$ cat src/rtl/if_fetch_ctrl.sv
// Instruction-fetch sequencer: holds the fetch pc, issues one word-fetch at a time and pushes words into the IQ.
// Optional direct-mapped instruction cache enabled by defining ICACHE_EN.
module if_fetch_ctrl #(
    parameter logic [31:0] RESET_PC     = 32'h0,
    parameter int unsigned ICACHE_IDX_W = 6
) (
    input  logic        clk,
    input  logic        rst,
    input  logic        rdy,
    input  logic        clr,
    input  logic [31:0] clr_pc,
    input  logic        IQ_full,
    output logic        IF_S,
    output logic [31:0] IF_Inst,
    output logic [31:0] IF_pc,
    output logic        MC_req,
    output logic [31:0] MC_addr,
    input  logic        MC_Success,
    input  logic [31:0] MC_Inst
);

    localparam int unsigned XLEN = 32;

    typedef enum logic [1:0] {IDLE, WAIT, HOLD, DROP} state_t;

    state_t            state_q, state_d;
    logic [XLEN-1:0]   pc_q, pc_d;
    logic              if_s_d;
    logic [XLEN-1:0]   if_inst_d, if_pc_d;
    logic              mc_req_d;
    logic [XLEN-1:0]   mc_addr_d;

    // The index/tag split must leave at least one tag bit and one index bit.
    if (ICACHE_IDX_W == 0 || ICACHE_IDX_W > 29) begin : g_bad_idx_w
        $error("ICACHE_IDX_W out of range");
    end

`ifdef ICACHE_EN
    localparam int unsigned ENTRIES = 32'(1) << ICACHE_IDX_W;
    localparam int unsigned TAG_W   = XLEN - ICACHE_IDX_W - 2;

    logic [ENTRIES-1:0]      c_valid;
    logic [TAG_W-1:0]        c_tag  [ENTRIES];
    logic [XLEN-1:0]         c_data [ENTRIES];
    logic [ICACHE_IDX_W-1:0] c_idx;
    logic [TAG_W-1:0]        c_tag_pc;
    logic                    c_hit;
    logic                    c_we;
    logic                    hit_gap_q, hit_gap_d;

    assign c_idx    = pc_q[ICACHE_IDX_W+1:2];
    assign c_tag_pc = pc_q[XLEN-1:ICACHE_IDX_W+2];
    assign c_hit    = c_valid[c_idx] && (c_tag[c_idx] == c_tag_pc);

    // Valid bits survive clr; only rst invalidates the cache.
    always_ff @(posedge clk) begin
        if (rst) begin
            c_valid   <= '0;
            hit_gap_q <= 1'b0;
        end else if (rdy) begin
            hit_gap_q <= hit_gap_d;
            if (c_we) begin
                c_valid[c_idx] <= 1'b1;
            end
        end
    end

    always_ff @(posedge clk) begin
        if (!rst && rdy && c_we) begin
            c_tag[c_idx]  <= c_tag_pc;
            c_data[c_idx] <= MC_Inst;
        end
    end
`endif

    // State and output registers; rdy=0 freezes everything.
    always_ff @(posedge clk) begin
        if (rst) begin
            state_q <= IDLE;
            pc_q    <= RESET_PC;
            IF_S    <= 1'b0;
            IF_Inst <= '0;
            IF_pc   <= '0;
            MC_req  <= 1'b0;
            MC_addr <= '0;
        end else if (rdy) begin
            state_q <= state_d;
            pc_q    <= pc_d;
            IF_S    <= if_s_d;
            IF_Inst <= if_inst_d;
            IF_pc   <= if_pc_d;
            MC_req  <= mc_req_d;
            MC_addr <= mc_addr_d;
        end
    end

    // Next-state and next-output logic.
    always_comb begin
        state_d   = state_q;
        pc_d      = pc_q;
        if_s_d    = 1'b0;
        if_inst_d = IF_Inst;
        if_pc_d   = IF_pc;
        mc_req_d  = MC_req;
        mc_addr_d = MC_addr;
`ifdef ICACHE_EN
        c_we      = 1'b0;
        hit_gap_d = 1'b0;
`endif
        if (clr) begin
            pc_d    = clr_pc;
            state_d = IDLE;
            if (state_q == WAIT || state_q == DROP) begin
                if (MC_Success) begin
                    mc_req_d = 1'b0;
                end else begin
                    state_d = DROP;
                end
            end
        end else begin
            case (state_q)
                IDLE: begin
`ifdef ICACHE_EN
                    if (!IQ_full && !hit_gap_q) begin
                        if (c_hit) begin
                            if_s_d    = 1'b1;
                            if_inst_d = c_data[c_idx];
                            if_pc_d   = pc_q;
                            pc_d      = pc_q + XLEN'(4);
                            hit_gap_d = 1'b1;
                        end else begin
                            mc_req_d  = 1'b1;
                            mc_addr_d = pc_q;
                            state_d   = WAIT;
                        end
                    end
`else
                    if (!IQ_full) begin
                        mc_req_d  = 1'b1;
                        mc_addr_d = pc_q;
                        state_d   = WAIT;
                    end
`endif
                end
                WAIT: begin
                    if (MC_Success) begin
                        mc_req_d  = 1'b0;
                        if_inst_d = MC_Inst;
                        if_pc_d   = pc_q;
`ifdef ICACHE_EN
                        c_we      = 1'b1;
`endif
                        if (!IQ_full) begin
                            if_s_d  = 1'b1;
                            pc_d    = pc_q + XLEN'(4);
                            state_d = IDLE;
                        end else begin
                            state_d = HOLD;
                        end
                    end
                end
                HOLD: begin
                    if (!IQ_full) begin
                        if_s_d  = 1'b1;
                        pc_d    = pc_q + XLEN'(4);
                        state_d = IDLE;
                    end
                end
                DROP: begin
                    if (MC_Success) begin
                        mc_req_d = 1'b0;
                        state_d  = IDLE;
                    end
                end
                default: state_d = IDLE;
            endcase
        end
    end

endmodule

$ cat config.mk
export PLATFORM = sky130hd
export DESIGN_NAME = if_fetch_ctrl
export DESIGN_NICKNAME = d
export VERILOG_FILES = /design/src/rtl/if_fetch_ctrl.sv
export SDC_FILE = /design/constraint.sdc
export NUM_CORES = 1
export LEC_CHECK = 0
export BUFFER_PORTS_ARGS = -buffer_cell sky130_fd_sc_hd__buf_2
export CAP_MARGIN = 5
export CORE_ASPECT_RATIO = 0.6
export CORE_MARGIN = 2
export CORE_UTILIZATION = 31
export CTS_CLUSTER_DIAMETER = 120
export CTS_CLUSTER_SIZE = 16
export DETAILED_ROUTE_END_ITERATION = 10
export PLACE_DENSITY_LB_ADDON = 0.08
export SYNTH_ARGS = -nofsm -noshare
export SYNTH_HDL_FRONTEND = slang
export SYNTH_SLANG_ARGS = --single-unit
$ cat constraint.sdc
create_clock -name clk -period 2.95 [get_ports clk]
set_input_delay 0.4425 -clock clk [delete_from_list [all_inputs] [get_ports clk]]
set_output_delay 0.4425 -clock clk [all_outputs]
set_load 0.02 [all_outputs]
==> impl_metrics.env <==
export IMPL_yosys_register_bits=132
export IMPL_holdPathStages=3
export IMPL_synth_top_area_share_pct=46.5
export IMPL_numCtsBuffers=17
export IMPL_critPathKind="register to register"
export IMPL_slowest_delay_ns=0.44
export IMPL_place_hpwl_mm=13.1
export IMPL_slew_viol_final=0
export IMPL_synth_edff_count=0
export IMPL_p_per_area_mw_per_mm2=587
export IMPL_finalHoldViolCount=0
export IMPL_gr_total_overflow=0
export IMPL_htreeDepth=4
export IMPL_regArea_mm2=0.00264
export IMPL_p_leak_nw=2.89
export IMPL_multiInputGateArea_mm2=0.00278
export IMPL_netlist_top_cells_area="dfxtp_1 46%, nand2_1 15%, a21oi_1 10%"
export IMPL_relSlewSlack_pct=56.1
export IMPL_drt_iter0_drc=422
export IMPL_layout_setup_ws_ns=0.644
export IMPL_place_inst=1099
export IMPL_grt_util_all_layers_pct=19.4
export IMPL_antenna_found_initial=0
export IMPL_grt_max_degree=60
export IMPL_synthDistinctLibCells=60
export IMPL_drcViolationCount=0
export IMPL_grt_setup_unrepaired="no"
export IMPL_netlist_area_mm2=0.00569
export IMPL_fin_crit_sh_pct=78.2
export IMPL_clk_path_buf_depth=2
export IMPL_yosys_warnings=0
export IMPL_cts_setup_buffers=0
export IMPL_cts_tree="yes"
export IMPL_cp_slowest_cell="a21oi_2"
export IMPL_cp_num_buf_inv=2
export IMPL_postSynthAreaPerCell_um2=7.73
export IMPL_drv_cap=0
export IMPL_fin_util_pct=40.6
export IMPL_die_height_um=109
export IMPL_stdcell_count=1131
export IMPL_synth_ff_type="dfxtp_1"
export IMPL_core_area_mm2=0.0180
export IMPL_startpoint_type="register"
export IMPL_totalWireLength_mm=18.6
export IMPL_post_cts_resized=0
export IMPL_fillCellCount=1874
export IMPL_max_vdd_ir_drop_v=0.000316
export IMPL_timing_rr_end="pc_q[27]$_SDFFE_PP0P_"
export IMPL_status="completed"
export IMPL_async_flop_share_pct=0
export IMPL_dieWidth_um=179
export IMPL_skew_ns=0.00900
export IMPL_period_needed_ns=2.31
export IMPL_worstPathRequired_ns=3.23
export IMPL_vias_per_cell=5.14
export IMPL_synth_seq_area_share_pct=46.5
export IMPL_area_delta_synth_final_pct=28.7
export IMPL_worst_pin_slew_ns=0.657
export IMPL_crit_family="compound AO/OA/AOI/OAI gates"
export IMPL_r2r_setup_slack_ns=0.64
export IMPL_r2r_start="state_q[1]$_SDFFE_PP0P_"
export IMPL_path_cells="inv_1, ha_1, mux2_2, a21oi_2, buf_4, nor4_1, mux2i_1, o311ai_0"
export IMPL_synthCells=736
export IMPL_cts_root_buf="clkbuf_16"
export IMPL_hold_start="MC_Inst[22]"
export IMPL_synth_most_common_cell="nand2_1"
export IMPL_hold_buffers=0
export IMPL_nets=953
export IMPL_grt_pass1_vias=5259
export IMPL_post_drt_wl_per_cell_um=16.4
export IMPL_dieArea_mm2=0.0195
export IMPL_placementRows=38
export IMPL_crit_fanout=16
export IMPL_dr_pass1_iters=5
export IMPL_setup_viol_count_final=0
export IMPL_diodes=0
export IMPL_num_vias=5808
export IMPL_ioPinCount=168
export IMPL_place_ws_ns=0.451
export IMPL_postRouteAntennaNets=0
export IMPL_synth_commonest_cells="227 x nand2_1, 132 x dfxtp_1, 118 x a21oi_1"
export IMPL_hold_path_class="input pin to register"
export IMPL_fmax_mhz=434
export IMPL_finalWeightedCongestion=0.870
export IMPL_grt_pass1_wl_mm=28.6
export IMPL_drive_above_1_share_pct=25.6
export IMPL_syn_num_nets=811
export IMPL_numPortBuffers=167
export IMPL_cts_clk_slew_worst_paths_ns=0.06
export IMPL_yosys_area_top_type="dfxtp_1"
export IMPL_start_util_pct=31.6
export IMPL_clock_latency_ns=0.42
export IMPL_cp_end_kind="register"
export IMPL_tns_ns=0
export IMPL_r2r_cells=8
export IMPL_whs_endpoint="IF_Inst[22]$_SDFFE_PP0P_"
export IMPL_cts_sinks=132
export IMPL_arrival_ns=2.58
==> registers in the layout (all words and copies together) (netlist names) <==
name     flops
IF_Inst     32
pc_q        32
MC_addr     32
MC_req       1
state_q      2
IF_S         1
IF_pc       32
==> per-layer routing <==
metal / global-route usage [%] / up-vias / wire [um]
li1: - / 2833 / -
met3: 4.60 / 17 / 1360
met4: 8.01 / 0 / 244
met2: 27.3 / 202 / 7760
met5: 0 / - / 0
met1: 28.0 / 2756 / 9210
==> through the flow <==
step	cell area [um2]	power, mW	hold WS (ns)
after global placement	6730	2.22	0.438
after detailed placement	6730	2.23	0.444
after CTS	7320	4.35	0.233
after floorplan	5690	2.09	0.445
final	7320	4.29	0.252
after global routing	7320	4.46	0.246
==> cells in the final DEF (no fill, tap or decap), types with 2 or more instances in the layout <==
master,count
a21o_1,3
inv_1,6
o41ai_1,2
a311oi_1,3
o31ai_1,4
and4_1,6
nand2_2,2
and3_1,4
a211oi_1,6
nor2b_1,2
nand2_1,227
buf_2,166
nor2_1,21
o21ai_0,26
a21oi_1,118
mux2i_1,7
a31oi_1,3
buf_12,2
dfxtp_1,132
ha_1,5
nor3_1,9
o22ai_1,4
inv_6,2
nand4_1,11
a221oi_1,2
clkinv_4,2
nand2b_1,2
clkbuf_16,17
a22oi_1,7
nand3_1,15
or4_1,4
buf_4,14
a2111oi_2,2
clkinvlp_4,3
and2_1,4
or3_1,7
clkbuf_8,5
nor4_1,5
==> cells by family after synthesis <==
logic type      after synthesis  share of synthesized area (%)
compound gates              195                           20.1
fa+ha+maj                     5                           1.10
mux                           8                           1.43
buf+inv                      66                           4.73
simple gates                330                           26.2
flops                       132                           46.5
==> layout make-up <==
cell class | instances | area share, %
multi-input combinational | 538 | 38.0
tap | 240 | 4.10
clock inverter | 9 | 1.27
clock buffer | 23 | 6.80
sequential | 132 | 36.1
inverter | 7 | 0.359
timing repair buffer | 182 | 13.3
==> tightest hold or removal path, stage by stage <==
cell and delay (ns):
buf_2 0.10, nand2_1 0.04, a21oi_1 0.05
==> where the power goes <==
group	switching, mW	internal, mW	leakage [nW]	total, mW
Sequential	0.0618	1.82	1.07	1.88
Combinational	0.192	0.115	1.54	0.307
Clock	0.824	1.28	0.282	2.10
Total	1.08	3.22	2.89	4.29
==> worst max path at each step <==
stage	slack [ns]	cells after the start	startpoint	end
after floorplan	1.16	8	state_q[1]$_SDFFE_PP0P_	pc_q[25]$_SDFFE_PP0P_
after global placement	0.49	6	clr	pc_q[15]$_SDFFE_PP0P_
after detailed placement	0.45	6	clr	pc_q[15]$_SDFFE_PP0P_
after CTS	0.65	8	state_q[1]$_SDFFE_PP0P_	pc_q[27]$_SDFFE_PP0P_
after global routing	0.47	8	state_q[1]$_SDFFE_PP0P_	pc_q[27]$_SDFFE_PP0P_
final	0.64	8	state_q[1]$_SDFFE_PP0P_	pc_q[27]$_SDFFE_PP0P_
(Power assumes the default switching activity.)
